<file path="config.mk">
export PLATFORM = sky130hd
export DESIGN_NAME = alu_result_stage
export DESIGN_NICKNAME = d
export VERILOG_FILES = /design/src/rtl/alu_result_stage.sv
export SDC_FILE = /design/constraint.sdc
export NUM_CORES = 1
export LEC_CHECK = 0
export CAP_MARGIN = 20
export CORE_ASPECT_RATIO = 0.9
export CORE_MARGIN = 3
export CORE_UTILIZATION = 47
export CTS_CLUSTER_SIZE = 16
export DETAILED_ROUTE_END_ITERATION = 12
export HOLD_SLACK_MARGIN = 0.15
export PLACE_DENSITY = 0.77
export SLEW_MARGIN = 0
export SYNTH_ARGS = -nofsm -noshare
export SYNTH_HDL_FRONTEND = slang
export SYNTH_SLANG_ARGS = --single-unit
</file>
<file path="constraint.sdc">
create_clock -name clk -period 2.6 [get_ports clk]
set_input_delay 0.65 -clock clk [delete_from_list [all_inputs] [get_ports clk]]
set_output_delay 0.65 -clock clk [all_outputs]
set_load 0.05 [all_outputs]
</file>
<file path="src/rtl/alu_result_stage.sv">
// Two-entry result buffer behind addsub_16bit: per-entry Z/V/N flags plus the FLAGS register.
// Optional push-time result checker enabled by ALU_RESULT_STAGE_CHECK_EN.
module alu_result_stage #(
  parameter int TAG_W = 4,
  parameter int DEPTH = 2
) (
  input  logic             clk,
  input  logic             rst_n,
  input  logic             in_valid,
  output logic             in_ready,
  input  logic [1:0]       in_op,
  input  logic [15:0]      in_a,
  input  logic [15:0]      in_b,
  input  logic [15:0]      in_s,
  input  logic [TAG_W-1:0] in_tag,
  output logic             out_valid,
  input  logic             out_ready,
  output logic [15:0]      out_s,
  output logic [TAG_W-1:0] out_tag,
  output logic [2:0]       out_zvn,
  output logic [2:0]       out_upd,
  output logic [2:0]       flags,
  output logic             chk_err
);

  typedef enum logic [1:0] {
    EMPTY = 2'd0,
    ONE   = 2'd1,
    FULL  = 2'd2
  } cnt_t;

  cnt_t cnt_q, cnt_d;
  logic hd_q, tl_q;
  logic push, pop;

  logic [15:0]      s_q   [DEPTH];
  logic [TAG_W-1:0] tag_q [DEPTH];
  logic [2:0]       zvn_q [DEPTH];
  logic [2:0]       upd_q [DEPTH];
  logic [2:0]       flags_q;

  logic [16:0] sum, dif;
  logic        ov_add, ov_sub;
  logic        v_in;
  logic [2:0]  upd_in, zvn_in;

  assign in_ready  = (cnt_q != FULL);
  assign out_valid = (cnt_q != EMPTY);
  assign push      = in_valid & in_ready;
  assign pop       = out_valid & out_ready;

  assign out_s   = s_q[hd_q];
  assign out_tag = tag_q[hd_q];
  assign out_zvn = zvn_q[hd_q];
  assign out_upd = upd_q[hd_q];
  assign flags   = flags_q;

  // 17-bit sign-extended arithmetic exposes signed overflow
  assign sum    = {in_a[15], in_a} + {in_b[15], in_b};
  assign dif    = {in_a[15], in_a} - {in_b[15], in_b};
  assign ov_add = sum[16] ^ sum[15];
  assign ov_sub = dif[16] ^ dif[15];

  always_comb begin
    v_in   = 1'b0;
    upd_in = 3'b100;
    unique case (1'b1)
      (in_op == 2'b00): begin
        v_in   = ov_add;
        upd_in = 3'b111;
      end
      (in_op == 2'b01): begin
        v_in   = ov_sub;
        upd_in = 3'b111;
      end
      default: begin
        v_in   = 1'b0;
        upd_in = 3'b100;
      end
    endcase
  end

  assign zvn_in = {(in_s == 16'h0000), v_in, in_s[15]};

  always_comb begin
    cnt_d = cnt_q;
    unique case ({push, pop})
      2'b10:   cnt_d = cnt_t'(cnt_q + 2'd1);
      2'b01:   cnt_d = cnt_t'(cnt_q - 2'd1);
      default: cnt_d = cnt_q;
    endcase
  end

  always_ff @(posedge clk or negedge rst_n) begin
    if (!rst_n) begin
      cnt_q <= EMPTY;
    end else begin
      cnt_q <= cnt_d;
    end
  end

  always_ff @(posedge clk or negedge rst_n) begin
    if (!rst_n) begin
      hd_q    <= 1'b0;
      tl_q    <= 1'b0;
      flags_q <= 3'b000;
      for (int i = 0; i < DEPTH; i++) begin
        s_q[i]   <= '0;
        tag_q[i] <= '0;
        zvn_q[i] <= '0;
        upd_q[i] <= '0;
      end
    end else begin
      if (push) begin
        s_q[tl_q]   <= in_s;
        tag_q[tl_q] <= in_tag;
        zvn_q[tl_q] <= zvn_in;
        upd_q[tl_q] <= upd_in;
        tl_q        <= ~tl_q;
      end
      if (pop) begin
        hd_q    <= ~hd_q;
        flags_q <= (flags_q & ~out_upd) | (out_zvn & out_upd);
      end
    end
  end

`ifdef ALU_RESULT_STAGE_CHECK_EN
  logic [15:0] exp_s, padd_s;
  logic [4:0]  nsum;
  logic        chk_q, mis;

  always_comb begin
    padd_s = '0;
    nsum   = '0;
    for (int i = 0; i < 4; i++) begin
      nsum = {in_a[4*i+3], in_a[4*i +: 4]}
           + {in_b[4*i+3], in_b[4*i +: 4]};
      if (nsum[4] ^ nsum[3])
        padd_s[4*i +: 4] = nsum[4] ? 4'h8 : 4'h7;
      else
        padd_s[4*i +: 4] = nsum[3:0];
    end
  end

  always_comb begin
    exp_s = in_s;
    unique case (1'b1)
      (in_op == 2'b00):
        exp_s = ov_add ? (sum[16] ? 16'h8000 : 16'h7fff) : sum[15:0];
      (in_op == 2'b01):
        exp_s = ov_sub ? (dif[16] ? 16'h8000 : 16'h7fff) : dif[15:0];
      (in_op == 2'b10):
        exp_s = padd_s;
      default:
        exp_s = in_s;
    endcase
  end

  assign mis = push & (in_op != 2'b11) & (exp_s != in_s);

  always_ff @(posedge clk or negedge rst_n) begin
    if (!rst_n) begin
      chk_q <= 1'b0;
    end else if (mis) begin
      chk_q <= 1'b1;
    end
  end

  assign chk_err = chk_q;
`else
  assign chk_err = 1'b0;
`endif

endmodule

</file>
# [Yosys cells after proc, flatten, opt, wreduce, memory -nomap -nowiden]
# Cells that the tools add are included.
[classes] n_addsub=4 bitwise=12 muxes=25 n_eq_ne=4 n_reduce_logical=6 n_lt_le_gt_ge=3
[op_table] cell="two-way mux 16 bit" count=4
[op_table] cell="bitwise mux 32 bit" count=1
[op_table] cell="two-way mux 3 bit" count=7
[op_table] cell="adder 16 x 16 -> 17 bit" count=1
[op_table] cell="subtractor 16 x 16 -> 17 bit" count=1
[op_table] cell="demux 16 bit (select 1 bit)" count=1
[op_table] cell="logical NOT 16 bit" count=1
[op_table] cell="two-way mux 4 bit" count=4
[op_table] cell="bitwise mux 6 bit" count=2
[op_table] cell="bitwise mux 8 bit" count=1
[op_table] cell="bitwise AND 3 bit" count=2
[op_table] cell="demux 4 bit (select 1 bit)" count=1
[op_table] cell="equality test 2 x 1 -> 1 bit, second input constant" count=2
[op_table] cell=">= comparator 2 bit, second input constant" count=2
[op_table] cell="NOT 1 -> 2 bit" count=2
[op_table] cell="case mux 2 bit (2 select lines)" count=1
[op_table] cell="nonzero test 2 bit" count=2
[op_table] cell="demux 3 bit (select 1 bit)" count=1
[op_table] cell="NOT 3 bit" count=1
[op_table] cell="OR 3 bit" count=1
[op_table] cell="adder 2 x 1 -> 2 bit, second input constant" count=1
[op_table] cell="bitwise AND 1 bit" count=2
[op_table] cell="equality test 2 bit, second input constant" count=1
[op_table] cell="logical NOT 2 bit" count=1
[op_table] cell="9 further kinds" count=11
[totals] regBits=59 out_inout_bits=32 in_bits=58 elab_cells=66

# [Logic depth before layout (Yosys ltp)]
[logic_depth] ltp_word=7 ltp_mapped=9 depth_no_buf=9

# [Worst setup path after synthesis]
# Ideal clock, no wire load.
[synth_path] path_type="input to register" start="input in_b[2]" end="register zvn_q[4] (netlist name)" arrival_time_ns=2.253 n_path_buf=0 stages=9 path_slack_ns=0.226 required_ns=2.478 setup_ns=0.122 cell_sequence="inv_1 > ha_1 > and4bb_4 > o31ai_4 > nand3_1 > a311o_1 > nand3_1 > o211ai_1 > a32o_1"
[synth_between] elab_chain_cells=4 word_cells_on_any_way=6 cone_classes="2 x add/sub; 2 x mux; 2 x bitwise"
[synth_lines] element="start: declaration" line_no="13" source="input logic [15:0] in_b,"
[synth_lines] element="subtractor 16 x 16 -> 17 bit or adder 16 x 16 -> 17 bit (tied branches)" line_no="60, 59"
[synth_lines] element="XOR 1 bit, on equally long branches" line_no="62, 61"
[synth_lines] element="case mux 1 bit (2 select lines) *" line_no="67" source="unique case (1'b1)"
[synth_lines] element="bitwise mux 6 bit *" line_no="117" source="zvn_q[tl_q] <= zvn_in;"
[synth_lines] element="end signal: indexed assignment" line_no="117"
[synth_lines] element="end: declaration" line_no="38" source="logic [2:0] zvn_q [DEPTH];"
# Mark *: on every way between the ends. The rest lies on a longest branch, timed or not.
# A chain may end at the register's enable or synchronous reset.

# [Final worst setup path]
[layout_path] start="input in_b[11]" end="register zvn_q[4] (netlist name)"
# The elaborated chain is that of the path after synthesis.

==> flow_summary.yaml <==
outcome:
  status: "completed"
setup_path:
  worstPathArrival_ns: 2.67
  setup.worst_path.class: "input port to flip-flop"
  cp-end-kind: "flip-flop"
  cpMaxStageDelayCell: "clkdlybuf4s50_1"
  path_buf_inv: 2
  slowest_delay_ns: 0.49
  path_cells: "clkdlybuf4s50_1 -> inv_1 -> ha_1 -> nand4_1 -> nor2_2 -> nand2_1 -> o41ai_4 -> o21a_1 -> o21ai_1 -> a32o_1"
  worstPathRequired_ns: 2.80
  crit_path_max_fanout: 2
  worstSetupStartpointType: "input port"
  crit_family: "compound AO/OA/AOI/OAI gates"
timing:
  worst_clock_skew_ns: 0.01727
  rsz0062_at_grt: "false"
  final.setup.worst_slack_ns: 0.1227
  min_period_over_period_pct: 95.28
  relSlewSlack_pct: 63.04
  fin_crit_ns: 2.477
  setup_viol: 0
  drv_slew: 0
  tns_ns: 0
  max_freq_ghz: 0.4037
  hold_viol: 0
  tightestPinTransition_ns: 0.5544
min_path:
  hold_class: "input port to asynchronous set/reset pin"
global_routing:
  grt_pass1_vias: 2617
  grt_usage_pct: 19.18
  grt_overflow_total: 0
  grt_max_degree: 28
  antenna_found_initial: 0
  grt_pass1_wl_mm: 12.37
logic_synthesis:
  syn_nets: 411
  synth_top_cell_by_area: "dfrtp_1"
  synth_ff_type: "dfrtp_1"
  postSynthCellCount: 322
  postSynth.asyncResetShare_pct: 100.0
  synthDominantCellAreaShare_pct: 42.80
  synth_top_family_by_area: "multiplexers"
  synth-compound-area-share_pct: 6.770
  avgSynthCellArea_um2: 9.986
  synth_fa_ha_area_share_pct: 12.06
  synthXorXnorAreaFrac_pct: 1.089
  ys_warn_count: 0
  ys_seq_elements: 55
  synthSimpleGateAreaFrac_pct: 16.38
  synth_mux_area_share_pct: 16.46
  synthesis.area_mm2: 0.003216
  synth_seq_area_share_pct: 42.80
  synth-edff-count: 0
  ys_types: 36
  ys_top_cells_by_area: "dfrtp_1 (43%), mux2_2 (16%), ha_1 (12%)"
layout:
  syn2layout_area_growth_pct: 40.58
  finalNetCount: 514
  drive_gt1_share_pct: 30.05
  diodes: 0
  final_util_pct: 70.80
  n_fill_cell: 469
floorplanning:
  pin_count: 90
  fp-row-count: 27
  die_w_um: 93.19
  dieArea_mm2: 0.007872
  start_util_pct: 50.36
  core_mm2: 0.006385
  die_h_um: 84.47
power:
  p_int_mw: 2.687
  pwr-share-comb_pct: 60.3
  p_per_area_mw_per_mm2: 1119
  net-switching-power_mw: 2.373
  p_total_mw: 5.060
  irDropWorstVdd_uv: 578.4
  pwr-share-clk_pct: 11.5
  p_leak_nw: 2.175
  p_sw_share_pct: 46.90
  seq_power_share_pct: 28.2
clock_network:
  clk_pin_slew_ns: 0.11
  worstSkewPairLatency_ns: 0.31
  root_buffer: "clkbuf_8"
  cts_tree: "done"
  htreeDepth: 2
  cts_max_path_buffers: 2
  cts_buffers: 5
  clock_sinks: 55
detailed_routing:
  dr_total_vias: 2640
  drt_iter0_drc: 94
  drc: 0
  wire_per_inst_um: 15.04
  drt-pass1-iter-count: 4
  routed_wl_mm: 7.716
  final_antenna_net_count: 0
  viasPerCell: 5.146
placed_design:
  dp_hpwl_mm: 5.763
  io_buffer_count: 88
  place.gp.congestion: 0.7827
  pre_cts_ws_ns: -0.4015
run:
  maxCapViolations: 0
==> per-layer routing <==
metal / global-route usage [%] / vias up / share of wire [%]
li1: - / 1294 / -
met1: 25.36 / 1266 / 45
met2: 32.11 / 72 / 50
met3: 4.928 / 8 / 4.6
met4: 3.595 / 0 / 0.96
met5: 0 / - / 0
==> state kept, by name (all words and copies together) (netlist names), named ones only <==
register,flops
tag_q,8
tl_q,1
hd_q,1
zvn_q,6
upd_q,4
s_q,30
cnt_q,2
==> timing repair <==
action                     CTS  global route
setup endpoints to repair    2             2
gates resized for setup      5            27
setup buffers                0             2
pin swaps                    2            14
hold buffers                 0             0
==> per-stage QoR <==
stage	instances	area, um2	hold WS [ns]
2_1_floorplan	322	3216	0.3544
3_5_place_dp	503	4218	0.4543
4_1_cts	511	4372	0.2526
3_3_place_gp	503	4218	0.4444
5_1_grt	513	4521	0.2609
6_report	513	4521	0.2359
==> cell type report <==
| cell class | count | area [um2] | area share (%) |
|---|---|---|---|
| clock buffers | 6 | 72.57 | 1.605 |
| clock inverters | 2 | 38.79 | 0.8580 |
| inverters | 21 | 78.83 | 1.744 |
| multi-input cells | 233 | 1864 | 41.24 |
| flip-flops and latches | 55 | 1376 | 30.45 |
| well taps | 87 | 108.9 | 2.408 |
| repair buffers | 109 | 980.9 | 21.70 |
==> cell families after synthesis <==
kind of cell | after synthesis
flops | 55
mux | 47
other cells | 1
simple gates | 118
xor+xnor | 4
compound gates | 32
fa+ha+maj | 31
buf+inv | 34
==> worst paths after layout <==
check                      slack, ns       end     start  cells past startpoint
max in group asynchronous       1.73   s_q[30]     rst_n                      2
max                             0.12  zvn_q[4]  in_b[11]                     10
max reg2reg                     0.77  zvn_q[4]  cnt_q[0]                      5
min reg2reg                     0.48  upd_q[5]  upd_q[5]                      1
min                             0.24      hd_q     rst_n                      1
min in group clk                0.48  upd_q[5]  upd_q[5]                      1
==> power by group through the flow <==
| stage | combinational, mW | clock [mW] | sequential (mW) |
|---|---|---|---|
| 5_1_grt | 3.24 | 0.617 | 1.48 |
| 3_3_place_gp | 2.98 | 0 | 1.42 |
| 3_5_place_dp | 3.03 | 0 | 1.44 |
| 6_report | 3.05 | 0.580 | 1.43 |
| 2_1_floorplan | 2.17 | 0 | 1.43 |
| 4_1_cts | 3.05 | 0.586 | 1.43 |
==> cells in the mapped netlist (2+ instances only) <==
cell type  instances
a21o_1             2
a21oi_1           12
a32o_1             2
buf_1              2
buf_4              3
clkbuf_1           8
dfrtp_1           55
ha_1              31
inv_1             21
mux2_2            47
nand2_1           76
nand2b_1           4
nand3_1            5
nand4_1            3
nor2_1             9
nor2b_1            5
nor3_1             5
nor3b_1            2
nor4_1             4
o21ai_0            7
or2_2              2
xnor2_1            3
==> layout by cell type, fill, tap and decap left out, types with 7 or more instances in the layout <==
master	n
clkdlybuf4s50_1	56
inv_1	19
buf_4	47
ha_1	24
ha_4	7
dfrtp_1	55
nand2_1	75
nor2_1	8
a21oi_1	8
mux2_2	47
==> worst reg2reg max path: stages, from the launching register on <==
cell	delay (ns)
dfrtp_1	0.43
nand2b_1	0.21
nand2_1	0.15
or2_2	0.50
nor2_1	0.14
a32o_1	0.28
Note: power is estimated with default switching activity, not from simulation.
